$ cat config.mk
export PLATFORM = sky130hd
export DESIGN_NAME = fir_sample_writer
export DESIGN_NICKNAME = d
export VERILOG_FILES = /design/src/rtl/fir_sample_writer.sv
export SDC_FILE = /design/constraint.sdc
export NUM_CORES = 1
export LEC_CHECK = 0
export CAP_MARGIN = 20
export CORE_ASPECT_RATIO = 1.5
export CORE_UTILIZATION = 52
export DETAILED_ROUTE_END_ITERATION = 10
export PLACE_DENSITY = 0.77
export SLEW_MARGIN = 20
export SYNTH_ARGS = -nofsm -noshare
export SYNTH_HDL_FRONTEND = slang
export SYNTH_SLANG_ARGS = --single-unit
$ cat constraint.sdc
create_clock -name clk1 -period 3.04 [get_ports clk1]
set_input_delay 0.608 -clock clk1 [delete_from_list [all_inputs] [get_ports clk1]]
set_output_delay 0.608 -clock clk1 [all_outputs]
set_load 0.005 [all_outputs]
$ cat src/rtl/fir_sample_writer.sv
// Write-side producer for the clk1/clk2 sample FIFO of the 64-tap FIR datapath.
// Upstream samples pass through a 2-entry skid buffer and are pushed into the FIFO in frames.
module fir_sample_writer #(
    parameter int DATA_W    = 16,
    parameter int FRAME_LEN = 64,
    parameter int CNT_W     = 7,
    parameter int STALL_W   = 16
) (
    input  logic               clk1,
    input  logic               reset,
    input  logic               start,
    input  logic               abort,
    input  logic               s_valid,
    input  logic [DATA_W-1:0]  s_data,
    output logic               s_ready,
    input  logic               fifo_full,
    output logic               fifo_w_en,
    output logic [DATA_W-1:0]  fifo_data,
    output logic               busy,
    output logic               frame_done,
    output logic [CNT_W-1:0]   push_cnt,
    output logic [STALL_W-1:0] stall_cnt
);

    typedef enum logic [1:0] {IDLE, RUN, DRAIN, DONE} state_t;

    localparam logic [CNT_W-1:0] FRAME_LEN_C = CNT_W'(FRAME_LEN);

    state_t             state_q, state_d;
    logic [DATA_W-1:0]  buf_q [2];
    logic               wr_ptr_q, rd_ptr_q;
    logic [1:0]         count_q, count_d;
    logic [CNT_W-1:0]   in_cnt_q, in_cnt_d;
    logic [CNT_W-1:0]   push_cnt_q, push_cnt_d;
    logic [STALL_W-1:0] stall_cnt_q;
    logic               busy_q, frame_done_q;
    logic               active, accept, push, stalled;

    assign active     = (state_q == RUN) || (state_q == DRAIN);
    assign s_ready    = (state_q == RUN) && (in_cnt_q < FRAME_LEN_C) && (count_q != 2'd2);
    // Abort must never leak a write, even though it flushes the buffer at the next edge.
    assign fifo_w_en  = active && (count_q != 2'd0) && !fifo_full && !abort;
    assign fifo_data  = buf_q[rd_ptr_q];
    assign accept     = s_valid && s_ready;
    assign push       = fifo_w_en;
    assign stalled    = active && (count_q != 2'd0) && fifo_full;
    assign busy       = busy_q;
    assign frame_done = frame_done_q;
    assign push_cnt   = push_cnt_q;
    assign stall_cnt  = stall_cnt_q;

    always_comb begin
        state_d    = state_q;
        count_d    = count_q + 2'(accept) - 2'(push);
        in_cnt_d   = accept ? in_cnt_q + CNT_W'(1) : in_cnt_q;
        push_cnt_d = push ? push_cnt_q + CNT_W'(1) : push_cnt_q;
        case (state_q)
            IDLE: begin
                if (start) begin
                    state_d    = RUN;
                    in_cnt_d   = '0;
                    push_cnt_d = '0;
                end
            end
            RUN:     if (in_cnt_d == FRAME_LEN_C) state_d = DRAIN;
            DRAIN:   if ((push_cnt_d == FRAME_LEN_C) && (count_d == 2'd0)) state_d = DONE;
            DONE:    state_d = IDLE;
            default: state_d = IDLE;
        endcase
        if (abort) begin
            state_d    = IDLE;
            count_d    = 2'd0;
            in_cnt_d   = '0;
            push_cnt_d = '0;
        end
    end

    // Flags are registered from the next state so they line up with state_q.
    always_ff @(posedge clk1 or posedge reset) begin
        if (reset) begin
            state_q      <= IDLE;
            buf_q[0]     <= '0;
            buf_q[1]     <= '0;
            wr_ptr_q     <= 1'b0;
            rd_ptr_q     <= 1'b0;
            count_q      <= 2'd0;
            in_cnt_q     <= '0;
            push_cnt_q   <= '0;
            stall_cnt_q  <= '0;
            busy_q       <= 1'b0;
            frame_done_q <= 1'b0;
        end else begin
            state_q      <= state_d;
            count_q      <= count_d;
            in_cnt_q     <= in_cnt_d;
            push_cnt_q   <= push_cnt_d;
            busy_q       <= (state_d == RUN) || (state_d == DRAIN);
            frame_done_q <= (state_d == DONE);
            if (abort) begin
                wr_ptr_q <= 1'b0;
                rd_ptr_q <= 1'b0;
            end else begin
                if (accept) begin
                    buf_q[wr_ptr_q] <= s_data;
                    wr_ptr_q        <= ~wr_ptr_q;
                end
                if (push) rd_ptr_q <= ~rd_ptr_q;
            end
            if (stalled && (stall_cnt_q != '1)) stall_cnt_q <= stall_cnt_q + STALL_W'(1);
        end
    end

endmodule

==> flow_metrics.tcl <==
set metrics [dict create \
    r2r_cells 14 \
    ir_drop_uv 463 \
    firstDrtPassIters 6 \
    layout_common_cells "dfrtp_1, clkdlybuf4s50_1, mux2_2" \
    crit_arrival_ns 3.08 \
    end_kind "register" \
    yosys.area_share.simple_pct 13.5 \
    ys_warn_count 0 \
    synth_area_um2 3450 \
    setup_viol 0 \
    synth_nets 317 \
    num_rows 36 \
    clk_pin_slew_ns 0.07 \
    hp-start "stall_cnt[5]$_DFFE_PP0P_" \
    regToRegEndpoint "busy$_DFF_PP0_" \
    drive_above_1_share_pct 25.0 \
    die_h_um 102 \
    cap_violations 0 \
    fp.coreArea_um2 6440 \
    grt_max_degree 32 \
    synth_top_family_by_area "multiplexers" \
    design_area_um2 4470 \
    crit_type "register to register" \
    synth_edf_count 0 \
    cts_root_buffer "clkbuf_8" \
    synth-async-reset-ratio_pct 100 \
    initial_utilization_pct 53.6 \
    grt_usage_pct 21.5 \
    fin_crit_sh_pct 93.7 \
    cts_tree "yes" \
    clock_latency_ns 0.34 \
    mostFrequentLayoutCell "dfrtp_1" \
    syn_inst 285 \
    fill_cells 499 \
    synth_xor_area_share_pct 7.86 \
    vias_per_cell 5.57 \
    status "finished, final reports clean" \
    insertedDiodeCount 0 \
    cts_num_sinks 70 \
    hold_class "register to register" \
    r2r_start "state_q[1]$_DFF_PP0_" \
    maxSlewHeadroom_pct 50.7 \
    synth-seq-cells 70 \
    drc 0 \
    htree_levels 3 \
    worst_pin_slew_ns 0.739 \
    pin_count 65 \
    hpwlAfterDp_um 5070 \
    synth.area.mux_share_pct 16.6 \
    min_period_ns 2.85 \
    setup_ws_ns 0.190 \
    crit_fanout 4 \
    dp_slack_ns -0.0576 \
    grt_pass1_vias 2469 \
    fp.dieArea_um2 6980 \
    num-nets-final 395 \
    wire_per_inst_um 15.7 \
    fin_hold_ws_ns 0.487 \
    gp_congestion 0.780 \
    hold_depth 1 \
    final_cell_count_no_fill 444 \
    grt-ovfl-total 0 \
    drt_iter0_markers 54 \
    ctsLongestPathBuffers 2 \
    syn_area_per_cell_um2 12.1 \
    synth_ff_type "dfrtp_1" \
    fin_skew_ns 0.0108 \
    rsz0062_at_grt "no" \
    ys_seq_area_share_pct 50.7 \
    powerDensity_nw_per_um2 564 \
    regToRegSetupSlack_ns 0.19 \
    antenna_found_initial 0 \
    drt_wl_total_um 6990 \
    routed-via-count 2474 \
    p_leak_nw 1.98 \
    crit_required_ns 3.27 \
    areaGrowthSynthToFinish_pct 29.3 \
    ant_nets 0 \
    cts_buffers 9 \
    clock.fmax_mhz 351 \
    placed_area_um2 4220 \
    yosys.area_share.adder_pct 3.62 \
    synth_compound_area_share_pct 5.14 \
    grt_pass1_wl_um 11000 \
    hold_end "stall_cnt[5]$_DFFE_PP0P_" \
    finalHoldViolCount 0 \
    cp-start-kind "register" \
    io_buffers 64 \
    place_inst 426 \
    synth.distinct_cells 46 \
    die_w_um 68.6 \
    slew_viol_final 0 \
]
==> report_power, final <==
group / switching (mW) / total (mW) / internal (mW) / leakage [nW]
clock network: 0.324 / 0.806 / 0.482 / 0.110
logic: 0.184 / 0.566 / 0.382 / 0.930
registers: 0.0779 / 1.15 / 1.07 / 0.936
==> how the worst max path moves through the flow <==
stage / startpoint / endpoint / slack, ns / depth (start not counted)
after CTS: state_q[0]$_DFF_PP0_ / fifo_w_en / 0.11 / 7
after global routing: state_q[1]$_DFF_PP0_ / busy$_DFF_PP0_ / 0.005 / 14
after floorplan: state_q[0]$_DFF_PP0_ / busy$_DFF_PP0_ / 0.23 / 14
final: state_q[1]$_DFF_PP0_ / busy$_DFF_PP0_ / 0.19 / 14
after detailed placement: s_valid / busy$_DFF_PP0_ / -0.06 / 12
after global placement: fifo_full / busy$_DFF_PP0_ / 0.04 / 12
==> routing by layer <==
layer | vias to the layer above | wire length, µm | global-route usage, %
met5 | - | 0 | 0
met4 | 0 | 153 | 9.46
met3 | 13 | 221 | 4.58
met2 | 53 | 3750 | 37.6
met1 | 1243 | 2860 | 24.4
li1 | 1165 | - | -
==> cells in the mapped netlist (2+ instances only) <==
master	number	share of area, %
mux2i_1	2	0.58
and3_1	7	1.3
nand2_1	12	1.3
nor4b_1	2	0.51
o211ai_1	2	0.43
ha_1	10	3.6
nand2b_1	2	0.36
and4_1	3	0.76
inv_1	7	0.76
nand4_1	9	1.6
and2_1	6	1.1
xnor2_1	21	5.3
nand3_1	6	0.87
mux2_2	49	16
dfrtp_1	70	51
xor2_1	10	2.5
or3_1	4	0.72
a21oi_1	6	0.87
o21ai_0	4	0.58
nor3_1	7	1.0
buf_1	3	0.33
clkbuf_1	4	0.43
nor2_1	16	1.7
==> state kept, by name (all words and copies together), names as in the netlist <==
name / cells
push_cnt: 7
count_q: 2
frame_done: 1
state_q: 2
wr_ptr_q: 1
in_cnt_q: 7
rd_ptr_q: 1
busy: 1
buf_q: 32
stall_cnt: 16
==> cell type report <==
cell class              instances  area (µm²)  area share [%]
flip-flops and latches         70        1750            39.2
multi-input cells             197        1640            36.6
repair buffers                 77         738            16.5
clock buffers                  12         145            3.25
well taps                      76        95.1            2.13
clock inverters                 4        70.1            1.57
inverters                       8        32.5           0.728
==> stage by stage <==
stage / power, mW / utilization (%) / TNS (ns)
2_1_floorplan: 1.43 / - / 0
3_3_place_gp: 1.71 / 65.4 / 0
3_5_place_dp: 1.73 / 65.4 / -0.0576
4_1_cts: 2.54 / 68.8 / 0
5_1_grt: 2.65 / 69.4 / 0
6_report: 2.52 / 69.4 / 0
==> critical path, cell delays in order, from the launching register on <==
cell,delay [ns]
dfrtp_1,0.40
inv_2,0.10
ha_1,0.21
nand2b_1,0.16
nor3b_4,0.28
inv_4,0.04
ha_1,0.27
inv_1,0.04
ha_2,0.17
xnor2_2,0.13
xnor2_1,0.13
nor3_1,0.21
o211ai_1,0.14
a21oi_1,0.20
ha_1,0.25
==> cell families after synthesis <==
group	Yosys count
simple gates	81
flops	70
mux	51
xor+xnor	31
compound gates	24
buf+inv	18
fa+ha+maj	10
==> what timing repair did <==
| item | in CTS | in global routing |
|---|---|---|
| buffers inserted | 0 | 2 |
| endpoints found under the setup margin | 0 | 1 |
| hold buffers | 0 | 0 |
| gates resized for setup | 0 | 7 |
No activity file was read; power rests on OpenSTA's default activity.
